`config.mk`:
```
export PLATFORM = sky130hd
export DESIGN_NAME = bin_to_digits
export DESIGN_NICKNAME = d
export VERILOG_FILES = /design/src/rtl/bin_to_digits_pkg.sv /design/src/rtl/bin_to_digits_add3.sv /design/src/rtl/bin_to_digits.sv
export SDC_FILE = /design/constraint.sdc
export NUM_CORES = 1
export LEC_CHECK = 0
export CAP_MARGIN = 20
export CORE_UTILIZATION = 55
export CTS_CLUSTER_SIZE = 16
export DETAILED_ROUTE_END_ITERATION = 16
export PLACE_DENSITY = 0.82
export SLEW_MARGIN = 10
export SYNTH_ARGS = -nofsm -noshare
export SYNTH_HDL_FRONTEND = slang
export SYNTH_SLANG_ARGS = --single-unit
```
`constraint.sdc`:
```
create_clock -name clk -period 2.9 [get_ports clk]
set_clock_uncertainty 0.1 [all_clocks]
set_input_delay 0.29 -clock clk [delete_from_list [all_inputs] [get_ports clk]]
set_output_delay 0.29 -clock clk [all_outputs]
set_load 0.01 [all_outputs]
```
`src/rtl/bin_to_digits_pkg.sv`:
```
// Shared definitions for the binary-to-digits feeder and its display stage.
// FSM encoding, display limits and the off-flag convention.
package bin_to_digits_pkg;

  typedef enum logic [1:0] {
    ST_IDLE,
    ST_SHIFT,
    ST_DONE
  } state_e;

  localparam int MAX_DISPLAY = 9999;
  localparam int NUM_DIGITS  = 4;
  localparam int BCD_W       = 4 * NUM_DIGITS;

  // Off flag value that darkens a digit in the output stage.
  localparam logic OFF_DARK = 1'b1;

endpackage

```
`src/rtl/bin_to_digits_add3.sv`:
```
// Double-dabble nibble correction: adds 3 when the nibble is >= 5.
// Ports: nib_i (4-bit BCD nibble in), nib_o (corrected nibble out).
module bcd_add3 (
  input  logic [3:0] nib_i,
  output logic [3:0] nib_o
);

  always_comb begin
    nib_o = nib_i;
    if (nib_i >= 4'd5) nib_o = nib_i + 4'd3;
  end

endmodule

```
`src/rtl/bin_to_digits.sv`:
```
// Sequential double-dabble binary to 4-digit BCD converter with blank flags.
// Ports: clk/rst, start/bin_in, disp_en, busy/done/ovf, hex_0..3, hex_0..3_off.
module bin_to_digits
  import bin_to_digits_pkg::*;
#(
  parameter int WIDTH         = 14,
  parameter int BLANK_LEADING = 1
) (
  input  logic             clk,
  input  logic             rst,
  input  logic             start,
  input  logic [WIDTH-1:0] bin_in,
  input  logic             disp_en,
  output logic             busy,
  output logic             done,
  output logic             ovf,
  output logic [3:0]       hex_0,
  output logic [3:0]       hex_1,
  output logic [3:0]       hex_2,
  output logic [3:0]       hex_3,
  output logic             hex_0_off,
  output logic             hex_1_off,
  output logic             hex_2_off,
  output logic             hex_3_off
);

  localparam int   CW = (WIDTH > 1) ? $clog2(WIDTH) : 1;
  localparam logic BL = (BLANK_LEADING != 0);

  state_e             state_q, state_d;
  logic [CW-1:0]      cnt_q, cnt_d;
  logic [WIDTH-1:0]   bin_q, bin_d;
  logic [BCD_W-1:0]   bcd_q, bcd_d;
  logic [BCD_W-1:0]   bcd_adj;
  logic [BCD_W-1:0]   dig_q, dig_d;
  logic               ovfn_q, ovfn_d;
  logic               ovf_q, ovf_d;
  logic               done_q, done_d;
  logic [3:0]         off_q, off_d;

  logic [16:0]        bin_ext;
  logic               sat;
  logic               z3, z2, z1;

  for (genvar i = 0; i < NUM_DIGITS; i++) begin : g_add3
    bcd_add3 u_add3 (
      .nib_i (bcd_q[4*i +: 4]),
      .nib_o (bcd_adj[4*i +: 4])
    );
  end

  // Compare on a widened copy so narrow widths never saturate.
  assign bin_ext = 17'(bin_in);
  assign sat     = (bin_ext > 17'(MAX_DISPLAY));

  assign z3 = (dig_q[15:12] == 4'd0);
  assign z2 = (dig_q[11:8]  == 4'd0);
  assign z1 = (dig_q[7:4]   == 4'd0);

  always_comb begin
    state_d = state_q;
    cnt_d   = cnt_q;
    bin_d   = bin_q;
    bcd_d   = bcd_q;
    dig_d   = dig_q;
    ovfn_d  = ovfn_q;
    ovf_d   = ovf_q;
    done_d  = 1'b0;
    unique case (state_q)
      ST_IDLE: begin
        if (start) begin
          bin_d   = sat ? WIDTH'(MAX_DISPLAY) : bin_in;
          ovfn_d  = sat;
          bcd_d   = '0;
          cnt_d   = CW'(WIDTH - 1);
          state_d = ST_SHIFT;
        end
      end
      ST_SHIFT: begin
        bcd_d = {bcd_adj[BCD_W-2:0], bin_q[WIDTH-1]};
        bin_d = {bin_q[WIDTH-2:0], 1'b0};
        if (cnt_q == '0) state_d = ST_DONE;
        else             cnt_d   = cnt_q - 1'b1;
      end
      ST_DONE: begin
        dig_d   = bcd_q;
        ovf_d   = ovfn_q;
        done_d  = 1'b1;
        state_d = ST_IDLE;
      end
      default: state_d = ST_IDLE;
    endcase

    off_d[0] = !disp_en;
    off_d[1] = !disp_en | (BL & z3 & z2 & z1);
    off_d[2] = !disp_en | (BL & z3 & z2);
    off_d[3] = !disp_en | (BL & z3);
  end

  always_ff @(posedge clk) begin
    if (rst) begin
      state_q <= ST_IDLE;
      cnt_q   <= '0;
      bin_q   <= '0;
      bcd_q   <= '0;
      dig_q   <= '0;
      ovfn_q  <= 1'b0;
      ovf_q   <= 1'b0;
      done_q  <= 1'b0;
      off_q   <= {{3{BL & OFF_DARK}}, 1'b0};
    end else begin
      state_q <= state_d;
      cnt_q   <= cnt_d;
      bin_q   <= bin_d;
      bcd_q   <= bcd_d;
      dig_q   <= dig_d;
      ovfn_q  <= ovfn_d;
      ovf_q   <= ovf_d;
      done_q  <= done_d;
      off_q   <= off_d;
    end
  end

  assign busy      = (state_q != ST_IDLE);
  assign done      = done_q;
  assign ovf       = ovf_q;
  assign hex_0     = dig_q[3:0];
  assign hex_1     = dig_q[7:4];
  assign hex_2     = dig_q[11:8];
  assign hex_3     = dig_q[15:12];
  assign hex_0_off = off_q[0];
  assign hex_1_off = off_q[1];
  assign hex_2_off = off_q[2];
  assign hex_3_off = off_q[3];

endmodule

```
==> results of run 1 <==
where the power goes:
part	total [mW]	leakage, nW	switching, mW	internal (mW)
clock network	0.844	0.113	0.314	0.530
registers	0.872	0.480	0.0267	0.846
logic	0.207	0.600	0.116	0.0911
logic make-up after synthesis:
family	Yosys count	share of synthesized area [%]
simple gates	114	21.2
compound gates	73	19.2
flops	59	47.1
buf+inv	27	4.34
fa+ha+maj	9	4.49
xor+xnor	6	2.10
mux	4	1.60
synth_stat cells, drive strengths merged (3+ instances only):
cell type | count | area share (%)
ha | 9 | 4.5
inv | 12 | 1.8
a311oi | 3 | 1.0
or2 | 3 | 0.95
a21oi | 36 | 7.2
dfxtp | 59 | 47
xnor2 | 4 | 1.4
mux2i | 4 | 1.6
a222oi | 4 | 1.6
nand3 | 5 | 1.0
a22o | 10 | 3.5
nand2b | 9 | 2.2
o21ai | 8 | 1.6
o221a | 3 | 1.3
nor4 | 6 | 1.5
nand2 | 41 | 6.1
nor2 | 33 | 4.9
clkbuf | 13 | 1.9
nor3 | 8 | 1.6
routing by layer:
metal	share of wire, %	routed length [um]	vias up	track usage, %
li1	-	-	1102	-
met1	43	2260	1016	27.4
met2	52	2740	68	42.3
met3	4.0	210	7	4.80
met4	1.1	59	0	10.7
met5	0	0	-	0
worst max-delay path, stage by stage, from the launching register on:
cell and delay, ns:
dfxtp_1 0.39, o21bai_1 0.91, a211o_1 0.24, a21oi_1 0.04
nor4_1 0.23
worst max path at each step:
stage	startpoint	to	slack, ns
global placement	start	bin_q[0]$_SDFFE_PP0P_	0.69
detailed placement	start	bin_q[0]$_SDFFE_PP0P_	0.59
global route	state_q[0]$_SDFFE_PP0P_	bin_q[0]$_SDFFE_PP0P_	0.80
floorplan	state_q[0]$_SDFFE_PP0P_	bin_q[1]$_SDFFE_PP0P_	1.16
CTS	state_q[0]$_SDFFE_PP0P_	bin_q[0]$_SDFFE_PP0P_	0.93
finish	state_q[0]$_SDFFE_PP0P_	bin_q[0]$_SDFFE_PP0P_	0.89
area by class of cell:
cell class | instances | area [um^2]
multi-input combinational | 206 | 1220
timing repair buffer | 45 | 438
clock buffer | 12 | 155
tap | 52 | 65.1
inverter | 12 | 45.0
clock inverter | 4 | 72.6
sequential | 59 | 1180
fill | 355 | 1180
registers in the layout, summed over array words and instances (netlist names), 2 cells and up:
signal / count
bin_q: 14
off_q: 4
dig_q: 16
state_q: 2
bcd_q: 16
cnt_q: 4
==> results.sh, run 1 <==
export IMPL_vdd_drop_max_mv=0.409
export IMPL_worstMarginPinSlew_ns=1.11
export IMPL_timing_rr_start="state_q[0]$_SDFFE_PP0P_"
export IMPL_hp_start="bin_q[13]$_SDFFE_PP0P_"
export IMPL_routed_wl_um=5260
export IMPL_worstPathArrival_ns=2.14
export IMPL_fin_area_um2=3170
export IMPL_port_buffers=40
export IMPL_fin_nets=360
export IMPL_gp_congestion=0.801
export IMPL_drv_slew=0
export IMPL_syn_to_final_growth_pct=26.6
export IMPL_setup_viol=0
export IMPL_ff2ff_path_depth=4
export IMPL_diodes=0
export IMPL_clock_path_buffers=2
export IMPL_place_area_um2=2950
export IMPL_grt_max_degree=47
export IMPL_crit_path_max_fanout=14
export IMPL_avgSynthCellArea_um2=8.59
export IMPL_whs_ns=0.353
export IMPL_async_flop_share_pct=0
export IMPL_num_rows=24
export IMPL_startpoint_type="flop"
export IMPL_cp_required_ns=3.03
export IMPL_drcViolationCount=0
export IMPL_fmax_ghz=0.498
export IMPL_synth_cells=292
export IMPL_clk_pin_slew_ns=0.07
export IMPL_vias=2193
export IMPL_postCtsSetupBuffers=0
export IMPL_layout_commonest_cell="dfxtp_1"
export IMPL_start_util_pct=57.6
export IMPL_track_usage_pct=23.8
export IMPL_grt_pass1_vias=2084
export IMPL_worstSetupPathType="flop to flop"
export IMPL_via_per_inst=5.62
export IMPL_cts_root_buf="clkbuf_8"
export IMPL_syn_nets=319
export IMPL_ctsHoldBuffers=0
export IMPL_numCtsBuffers=9
export IMPL_status="finished, final reports clean"
export IMPL_dp_hpwl_um=3560
export IMPL_layout_drive_gt1_share_pct=7.40
export IMPL_fin_util_pct=72.9
export IMPL_drv_cap=0
export IMPL_antenna_found_initial=0
export IMPL_clock_sinks=59
export IMPL_power_density_nw_per_um2=606
export IMPL_core_um2=4350
export IMPL_slew_headroom_pct=25.8
export IMPL_finalHoldViolations=0
export IMPL_endpoint_kind="flop"
export IMPL_die_x_um=69.5
export IMPL_fp_dieH_um=69.5
export IMPL_final_cells=390
export IMPL_dr_pass1_iters=4
export IMPL_worstHoldPathType="flop to flop"
export IMPL_ys_types=38
export IMPL_setup_ws_ns=0.893
export IMPL_cts_resized=0
export IMPL_clk_latency_ns=0.33
export IMPL_p_leak_nw=1.19
export IMPL_setup_tns_ns=0
export IMPL_timing_rr_end="bin_q[0]$_SDFFE_PP0P_"
export IMPL_wl_per_cell_um=13.5
export IMPL_rsz0062_at_grt="no"
export IMPL_timing_hold_worst_path_depth=2
export IMPL_syn_cell_area_um2=2510
export IMPL_yosysSeqAreaShare_pct=47.1
export IMPL_dieArea_um2=4830
export IMPL_final_cell_mix="dfxtp_1, nand2_1, clkdlybuf4s50_1"
export IMPL_synth_ff_type="dfxtp_1"
export IMPL_synth_seq_cells=59
export IMPL_num_io_pins=41
export IMPL_dp_slack_ns=0.585
export IMPL_dr_first_iter_drc_count=141
export IMPL_antenna_left=0
export IMPL_min_period_ns=2.01
export IMPL_yosysWarnings=0
export IMPL_synth_edf_count=0
export IMPL_htree_levels=3
export IMPL_tritoncts="built"
export IMPL_worstHoldEndpoint="bcd_q[0]$_SDFFE_PP0P_"
export IMPL_grt_first_pass_wirelength_um=9150
export IMPL_rrSetupSlack_ns=0.89
export IMPL_placedCellCount=374
export IMPL_p_total_mw=1.92
export IMPL_fin_crit_sh_pct=69.2
export IMPL_grt_overflow_total=0
Note: power is estimated with default switching activity, not from simulation.
==> run 2: changes to the inputs <==
--- a/config.mk
+++ b/config.mk
@@ -6,10 +6,10 @@
 export NUM_CORES = 1
 export LEC_CHECK = 0
 export CAP_MARGIN = 20
-export CORE_UTILIZATION = 55
+export CORE_UTILIZATION = 52
 export CTS_CLUSTER_SIZE = 16
 export DETAILED_ROUTE_END_ITERATION = 16
-export PLACE_DENSITY = 0.82
+export PLACE_DENSITY = 0.78
 export SLEW_MARGIN = 10
 export SYNTH_ARGS = -nofsm -noshare
 export SYNTH_HDL_FRONTEND = slang
==> constraint.sdc (replaced) <==
create_clock -name clk -period 2.1 [get_ports clk]
set_clock_uncertainty 0.1 [all_clocks]
set_input_delay 0.21 -clock clk [delete_from_list [all_inputs] [get_ports clk]]
set_output_delay 0.21 -clock clk [all_outputs]
set_load 0.01 [all_outputs]
==> run 2 against run 1 <==
Net effect: first-iteration DRC count grew 13%; worst setup slack lost 0.61 ns; via count is essentially flat; largest power group is now clock; worst hold slack lost 0.016 ns; largest cell class unchanged; register-to-register slack lost 0.61 ns; cell count grew 1.8%; critical path depth shrank 2; design area grew 2.1%.
==> results.sh, run 2 (synthesis results as in run 1) <==
export IMPL_ctsHoldBuffers=0
export IMPL_via_per_inst=5.52
export IMPL_finalHoldViolations=0
export IMPL_crit_path_max_fanout=10
export IMPL_largestRegisters="bcd_q (16), dig_q (16), bin_q (14)"
export IMPL_timing_hold_worst_path_depth=2
export IMPL_htree_levels=3
export IMPL_start_util_pct=55.7
export IMPL_power_density_nw_per_um2=855
export IMPL_grt_first_pass_wirelength_um=9480
export IMPL_worstHoldPathType="input pin to flop"
export IMPL_dr_first_iter_drc_count=160
export IMPL_postCtsSetupBuffers=0
export IMPL_cts_resized=0
export IMPL_fmax_ghz=0.552
export IMPL_clock_sinks=59
export IMPL_clock_path_buffers=2
export IMPL_worstMarginPinSlew_ns=0.818
export IMPL_final_cell_mix="dfxtp_1, nand2_1, clkdlybuf4s50_1"
export IMPL_crit_family="buffers and inverters"
export IMPL_drv_cap=0
export IMPL_slew_headroom_pct=45.3
export IMPL_numCtsBuffers=9
export IMPL_rsz0062_at_grt="no"
export IMPL_path_buf_inv=1
export IMPL_syn_to_final_growth_pct=29.2
export IMPL_critical_path_depth=2
export IMPL_num_io_pins=41
export IMPL_clk_pin_slew_ns=0.07
export IMPL_worstSetupStartpoint="state_q[0]$_SDFFE_PP0P_"
export IMPL_core_um2=4500
export IMPL_startpoint_type="flop"
export IMPL_endpoint_kind="output port"
export IMPL_setup_viol=0
export IMPL_wl_per_cell_um=13.9
export IMPL_tritoncts="built"
export IMPL_min_period_ns=1.81
export IMPL_fin_nets=367
export IMPL_rrSetupSlack_ns=0.29
export IMPL_vdd_drop_max_mv=0.439
export IMPL_worstPathArrival_ns=1.50
export IMPL_drcViolationCount=0
export IMPL_fin_crit_sh_pct=86.3
export IMPL_status="finished, final reports clean"
export IMPL_max_stage_delay_ns=0.52
export IMPL_grt_pass1_vias=2162
export IMPL_timing_rr_start="state_q[0]$_SDFFE_PP0P_"
export IMPL_dieArea_um2=5100
export IMPL_cp_cell_sequence="or2_2, clkdlybuf4s50_1"
export IMPL_port_buffers=40
export IMPL_timing_rr_end="bin_q[0]$_SDFFE_PP0P_"
export IMPL_fp_dieH_um=71.4
export IMPL_worstSetupPathType="flop to output port"
export IMPL_gp_congestion=0.832
export IMPL_diodes=0
export IMPL_die_x_um=71.4
export IMPL_setup_tns_ns=0
export IMPL_endpoint="busy"
export IMPL_p_leak_nw=1.24
export IMPL_nFillCells=363
export IMPL_dp_hpwl_um=3850
export IMPL_routed_wl_um=5520
export IMPL_grt_max_degree=37
export IMPL_p_total_mw=2.77
export IMPL_clk_latency_ns=0.34
export IMPL_num_rows=24
export IMPL_layout_commonest_cell="dfxtp_1"
export IMPL_track_usage_pct=24.1
export IMPL_cts_root_buf="clkbuf_8"
export IMPL_ff2ff_path_depth=4
export IMPL_antenna_left=0
export IMPL_slowest_stage="clkdlybuf4s50_1"
export IMPL_drv_slew=0
export IMPL_layout_drive_gt1_share_pct=9.28
export IMPL_grt_overflow_total=0
export IMPL_cp_required_ns=1.79
export IMPL_vias=2191
export IMPL_dr_pass1_iters=4
export IMPL_antenna_found_initial=0
-- run 2: cell count changes in the layout (fill, tap and decap cells not counted) --
| cell | before | now |
|---|---|---|
| bufinv_16 | 2 | 3 |
| clkinvlp_4 | 1 | 0 |
| clkbuf_8 | 11 | 10 |
| buf_4 | 5 | 12 |
| clkinv_2 | 1 | 2 |
-- run 2: final cells by class --
type	count	area (um^2)	area share, %
multi-input cells	206	1220	37.6
clock inverters	5	100	3.09
inverters	12	45.0	1.39
flip-flops and latches	59	1180	36.4
well taps	52	65.1	2.01
repair buffers	52	490	15.1
clock buffers	11	141	4.36
-- run 2: how the worst min path moves through the flow --
stage / start / endpoint / slack, ns
after floorplan: disp_en / off_q[0]$_SDFF_PP0_ / 0.18
after global placement: bin_q[11]$_SDFFE_PP0P_ / bin_q[12]$_SDFFE_PP0P_ / 0.34
after detailed placement: dig_q[0]$_SDFFE_PP0P_ / dig_q[0]$_SDFFE_PP0P_ / 0.36
after CTS: disp_en / off_q[0]$_SDFF_PP0_ / 0.33
after global routing: disp_en / off_q[0]$_SDFF_PP0_ / 0.36
final: disp_en / off_q[0]$_SDFF_PP0_ / 0.34
-- run 2: metal layers --
metal	global-route usage (%)	part of all wire (%)	up-vias
met5	0	0	-
met4	14.0	2.1	0
met3	4.64	3.6	12
met2	41.4	50	60
met1	28.2	45	1009
li1	-	-	1110
-- run 2: through the flow --
step	std cells	worst slack (ns)	util [%]	area [um^2]	hold WS [ns]
after CTS	397	0.274	71.9	3240	0.333
after floorplan	292	0.360	-	2510	0.182
final	397	0.287	71.9	3240	0.337
after global routing	397	0.153	71.9	3240	0.355
after detailed placement	381	0.0142	66.6	3000	0.356
after global placement	381	0.0359	66.6	3000	0.341
-- run 2: power breakdown --
part	internal [mW]	total, mW	leakage (nW)	switching, mW
logic	0.140	0.302	0.634	0.162
registers	1.17	1.20	0.480	0.0356
clock network	0.817	1.26	0.123	0.447
-- run 2: worst reg2reg max path, stage by stage, from the launching register on --
cell	delay [ns]
dfxtp_1	0.39
o21bai_1	0.69
a211o_1	0.23
a21oi_1	0.04
nor4_1	0.25
